<file path="src/rtl/safety_error_dispatcher.sv">
// safety_error_dispatcher: round-robin error collector with event FIFO, sticky overflow and head-timeout escalation
module safety_error_dispatcher #(
  parameter int NUM_SRC     = 4,
  parameter int CODE_W      = 32,
  parameter int FIFO_DEPTH  = 8,
  parameter int ESC_TIMEOUT = 1024
) (
  input  logic                            clk_i,
  input  logic                            rst_i,
  input  logic [NUM_SRC-1:0]              src_valid_i,
  input  logic [NUM_SRC*CODE_W-1:0]       src_code_i,
  output logic [NUM_SRC-1:0]              src_ready_o,
  output logic                            err_valid_o,
  output logic [CODE_W-1:0]               err_code_o,
  output logic [$clog2(NUM_SRC)-1:0]      err_src_o,
  input  logic                            err_ready_i,
  output logic [$clog2(FIFO_DEPTH):0]     fifo_count_o,
  output logic                            overflow_o,
  output logic                            escalate_o,
  input  logic                            clear_i
);
  localparam int SRC_W = $clog2(NUM_SRC);
  localparam int PTR_W = $clog2(FIFO_DEPTH);
  localparam int CNT_W = PTR_W + 1;
  localparam int AGE_W = $clog2(ESC_TIMEOUT);
  localparam logic [AGE_W-1:0] AGE_MAX  = AGE_W'(ESC_TIMEOUT - 1);
  localparam logic [CNT_W-1:0] FULL_CNT = CNT_W'(FIFO_DEPTH);
  typedef enum logic [1:0] {ST_IDLE, ST_WAIT, ST_ESC} state_t;
  logic [SRC_W+CODE_W-1:0] mem [FIFO_DEPTH];
  logic [PTR_W-1:0] wr_ptr, rd_ptr;
  logic [SRC_W-1:0] rr_ptr, gnt_idx;
  logic [CNT_W-1:0] cnt_nxt;
  logic [AGE_W-1:0] age;
  logic found, full, push, pop;
  state_t state;
  always_comb begin
    found = 1'b0;
    gnt_idx = '0;
    for (int i = 0; i < NUM_SRC; i++)
      if (!found && src_valid_i[SRC_W'((int'(rr_ptr) + i) % NUM_SRC)]) begin
        found = 1'b1;
        gnt_idx = SRC_W'((int'(rr_ptr) + i) % NUM_SRC);
      end
  end
  assign full        = fifo_count_o == FULL_CNT;
  assign src_ready_o = (found && !full && !rst_i) ? NUM_SRC'(1) << gnt_idx : '0;
  assign push        = |src_ready_o;
  assign err_valid_o = fifo_count_o != '0;
  assign pop         = err_valid_o & err_ready_i;
  assign cnt_nxt     = fifo_count_o + CNT_W'(push) - CNT_W'(pop);
  assign {err_src_o, err_code_o} = mem[rd_ptr];
  always_ff @(posedge clk_i)
    if (push) mem[wr_ptr] <= {gnt_idx, src_code_i[gnt_idx*CODE_W +: CODE_W]};
  always_ff @(posedge clk_i) begin
    if (rst_i) begin
      wr_ptr       <= '0;
      rd_ptr       <= '0;
      rr_ptr       <= '0;
      fifo_count_o <= '0;
      overflow_o   <= 1'b0;
      escalate_o   <= 1'b0;
      age          <= '0;
      state        <= ST_IDLE;
    end else begin
      wr_ptr       <= wr_ptr + PTR_W'(push);
      rd_ptr       <= rd_ptr + PTR_W'(pop);
      fifo_count_o <= cnt_nxt;
      if (push) rr_ptr <= gnt_idx == SRC_W'(NUM_SRC - 1) ? '0 : gnt_idx + 1'b1;
      overflow_o <= (|src_valid_i && full) | (overflow_o & ~clear_i);
      case (state)
        ST_IDLE:
          if (err_valid_o) begin
            state <= (pop && cnt_nxt == '0) ? ST_IDLE : ST_WAIT;
            age   <= pop ? '0 : AGE_W'(1);
          end
        ST_WAIT:
          if (pop) begin
            age   <= '0;
            state <= cnt_nxt == '0 ? ST_IDLE : ST_WAIT;
          end else if (age == AGE_MAX) begin
            state      <= ST_ESC;
            escalate_o <= 1'b1;
          end else age <= age + 1'b1;
        ST_ESC:
          if (clear_i) begin
            escalate_o <= 1'b0;
            age        <= '0;
            state      <= cnt_nxt == '0 ? ST_IDLE : ST_WAIT;
          end
        default: state <= ST_IDLE;
      endcase
    end
  end
endmodule

</file>
<file path="config.mk">
export PLATFORM = sky130hd
export DESIGN_NAME = safety_error_dispatcher
export DESIGN_NICKNAME = d
export VERILOG_FILES = /design/src/rtl/safety_error_dispatcher.sv
export SDC_FILE = /design/constraint.sdc
export NUM_CORES = 1
export LEC_CHECK = 0
export CORE_MARGIN = 4
export CORE_UTILIZATION = 50
export DETAILED_ROUTE_END_ITERATION = 6
export PLACE_DENSITY = 0.77
export SLEW_MARGIN = 20
export SYNTH_ARGS = -nofsm -noshare
export SYNTH_HDL_FRONTEND = slang
export SYNTH_SLANG_ARGS = --single-unit
</file>
<file path="constraint.sdc">
create_clock -name clk_i -period 6 [get_ports clk_i]
set_clock_uncertainty 0.2 [all_clocks]
set_input_delay 0.9 -clock clk_i [delete_from_list [all_inputs] [get_ports clk_i]]
set_output_delay 0.9 -clock clk_i [all_outputs]
set_load 0.02 [all_outputs]
</file>
==> impl_metrics.py <==
metrics = {
    "floorplan": {
        "fp-row-count": 58,
        "floorplan.initialDensity_pct": 51.3,
        "die_height_um": 169,
        "floorplan.core_area_um2": 25300,
        "area_of_the_die_um2": 28600,
        "floorplan.io_pins": 181,
        "dieWidth_um": 169,
    },
    "timing": {
        "maxSlewHeadroom_pct": 38.4,
        "timing.final.crit_period_ps": 4380,
        "fmax_mhz": 228,
        "timing_max_transition_violations_final": 0,
        "rsz_0062_raised_after_global_routing": "no",
        "slew_at_the_pin_closest_to_its_max_slew_limit_ps": 925,
        "final.period_utilization_pct": 73.0,
        "setup_violations": 0,
        "report.final.hold_viol_count": 0,
    },
    "critical_path": {
        "worstSetupPathType": "in -> out",
        "critical_path.n_buffers_inverters": 4,
        "cp_cell_sequence": "clkdlybuf4s50_1 > inv_2 > a21o_1 > a2111oi_0 > ha_1 > inv_1 > nor2_1 > clkdlybuf4s50_1",
        "critPathSlowestCell": "sky130_fd_sc_hd__clkdlybuf4s50_1",
        "worst_r2r_path_depth": 13,
        "cpLargestDelayFamily": "buffers and inverters",
        "timing.critical_path.from_type": "input port",
        "slowest_delay_ps": 610,
        "worstPathMaxFanout": 4,
        "critical_path_depth": 8,
        "arrival_ps": 3280,
        "critical_path_required_ps": 4900,
        "setup.worst_path.end_class": "primary output",
        "worst_path_most_repeated_cell": "sky130_fd_sc_hd__clkdlybuf4s50_1",
    },
    "synthesis": {
        "yosys.area.top_type": "sky130_fd_sc_hd__edfxtp_1",
        "synth_cell_type_count": 61,
        "mappedNetlistArea_um2": 13000,
        "postSynthAreaPerCell_um2": 18.6,
        "yosysWarningCount": 0,
        "number_of_enable_type_register_cells_in_the_synthesized_netlist": 272,
        "synth_flop_cell": "sky130_fd_sc_hd__edfxtp_1",
        "async_flop_share_pct": 0,
        "ys_ff_latch": 298,
        "share_of_synthesized_area_occupied_by_flip_flops_and_latches_pct": 66.9,
        "post_synth_most_frequent_cells": "272 x sky130_fd_sc_hd__edfxtp_1, 97 x sky130_fd_sc_hd__mux2i_1, 68 x sky130_fd_sc_hd__mux4_2, 34 x sky130_fd_sc_hd__mux2_2, 26 x sky130_fd_sc_hd__dfxtp_1",
        "synth.most_common_cell": "sky130_fd_sc_hd__edfxtp_1",
        "syn_nets": 852,
        "synthCells": 699,
        "synth_largest_type_area_fraction_pct": 62.9,
        "synthTopCellsByArea": "sky130_fd_sc_hd__edfxtp_1 63%, sky130_fd_sc_hd__mux4_2 12%, sky130_fd_sc_hd__mux2i_1 7.5%, sky130_fd_sc_hd__dfxtp_1 4.0%, sky130_fd_sc_hd__mux2_2 2.9%",
    },
    "clock_network": {
        "insertion_delay_ps": 530,
        "cts_root_buf": "sky130_fd_sc_hd__clkbuf_16",
        "cts_tree": "done",
        "htreeDepth": 1,
        "holdBufCountCts": 0,
        "clock_sink_count": 298,
        "post-cts-setup-buffer-count": 0,
        "cts_resized": 0,
        "max-clock-path-buffers": 3,
        "path_clk_slew_ps": 60,
        "clock_buffer_count_from_cts": 30,
    },
    "global_routing": {
        "grt_max_degree": 71,
        "grt_antenna_before_repair": 0,
        "wire_length_of_the_first_global_routing_pass_um": 41500,
        "grt_util_all_layers_pct": 18.6,
        "first_global_vias": 7431,
        "global_route.overflow_total": 0,
    },
    "pwr": {
        "total_power_divided_by_cell_area_nw_per_um2": 432,
        "power.leakage_nw": 5.42,
        "vdd_ir_drop_max_mv": 0.339,
        "total_power_mw": 6.96,
    },
    "drt": {
        "drt.antenna.violating_nets": 0,
        "drcViolationCount": 0,
        "routed_wire_length_per_instance_um": 21.7,
        "drtIter0Drc": 506,
        "viasPerCell": 5.69,
        "vias": 7080,
        "route.final.wire_length_um": 27000,
        "drt_pre_antenna_iters": 4,
    },
    "place": {
        "placement.cell_area_um2": 15200,
        "place.gp.congestion": 0.820,
        "io_port_bufs": 180,
        "dp_wirelength_um": 16300,
        "placed_cells_incl_taps": 1192,
    },
    "cells_and_area": {
        "instances_no_fill": 1245,
        "finalInstanceArea_um2": 16100,
        "post_route_cells_drive_above_1_share_pct": 20.7,
        "area_growth_syn_to_layout_pct": 24.3,
        "antenna_cells_inserted": 0,
        "finish.net_count": 1047,
    },
    "min_path": {
        "whs_path_depth": 1,
        "worstHoldPathType": "reg -> reg",
    },
    "outcome": {
        "status": "completed",
    },
    "run": {
        "timing.max_cap.violations": 0,
    },
}
[cell usage in the layout, fill, tap and decap left out, types with 6 or more instances in the layout]
master                            count
sky130_fd_sc_hd__clkdlybuf4s50_1    180
sky130_fd_sc_hd__mux2i_1             97
sky130_fd_sc_hd__nand3_1              8
sky130_fd_sc_hd__buf_4               17
sky130_fd_sc_hd__nor2b_1             10
sky130_fd_sc_hd__edfxtp_1           272
sky130_fd_sc_hd__mux4_2              68
sky130_fd_sc_hd__nand2_1             10
sky130_fd_sc_hd__clkbuf_16           31
sky130_fd_sc_hd__ha_1                16
sky130_fd_sc_hd__dfxtp_1             23
sky130_fd_sc_hd__a21oi_1              8
sky130_fd_sc_hd__clkinv_1             6
sky130_fd_sc_hd__inv_1               15
sky130_fd_sc_hd__nor2_1               8
sky130_fd_sc_hd__mux2_2              34
sky130_fd_sc_hd__a21o_1               6
[per-stage QoR]
step / util, % / worst slack, ps / hold WS (ps) / TNS [ps]
after CTS: 63.7 / 1580 / 285 / 0
after detailed placement: 59.9 / 1190 / 270 / 0
after floorplan: - / -20.5 / 251 / -2780
final: 63.7 / 1620 / 291 / 0
after global placement: 59.9 / 1310 / 266 / 0
after global routing: 63.7 / 1450 / 325 / 0
[metal layers]
metal / GRT usage (%) / wire length (um) / vias up
met4: 3.47 / 291 / 0
met3: 3.54 / 1810 / 25
met1: 25.5 / 11200 / 3588
li1: - / - / 3243
met5: 0 / 0 / -
met2: 31.6 / 13700 / 224
[area by class of cell]
cell class / count / area, um^2
Multi-Input combinational cell: 345 / 4020
Inverter: 20 / 75.1
Tap cell: 330 / 413
Sequential cell: 298 / 8700
Timing Repair Buffer: 199 / 1970
Clock inverter: 17 / 169
Fill cell: 1793 / 9190
Clock buffer: 36 / 795
[final timing paths]
kind / slack, ps / from / end
worst max-delay path: 1620 / src_valid_i[3] / src_ready_o[3]
worst min-delay path: 290 / age[8] / age[8]
worst max register to register: 2290 / rr_ptr[0] / state[0]
worst min register to register: 290 / age[8] / age[8]
[cells by family (layout without fill, tap and decap cells)]
logic type	count (synthesis)	count (layout)	synth area share (%)
AO/OA/AOI/OAI	44	44	2.67
XOR/XNOR	4	4	0.270
adder cells (fa/ha/maj)	17	17	1.70
buffers and inverters	56	272	2.43
flip-flops	298	298	66.9
multiplexers	200	200	22.3
AND/OR/NAND/NOR	80	80	3.66
[flip-flops by register name, summed over array words and instances (netlist names)]
| register | flops |
|---|---|
| rr_ptr | 2 |
| state | 2 |
| overflow_o | 1 |
| rd_ptr | 3 |
| escalate_o | 1 |
| mem | 272 |
| age | 10 |
| wr_ptr | 3 |
| fifo_count_o | 4 |
[power breakdown]
| part | internal [mW] | total [mW] | switching [mW] |
|---|---|---|---|
| logic | 1.12 | 2.28 | 1.16 |
| clock network | 1.07 | 1.81 | 0.740 |
| registers | 2.70 | 2.87 | 0.171 |
No activity file was read; power rests on OpenSTA's default activity.
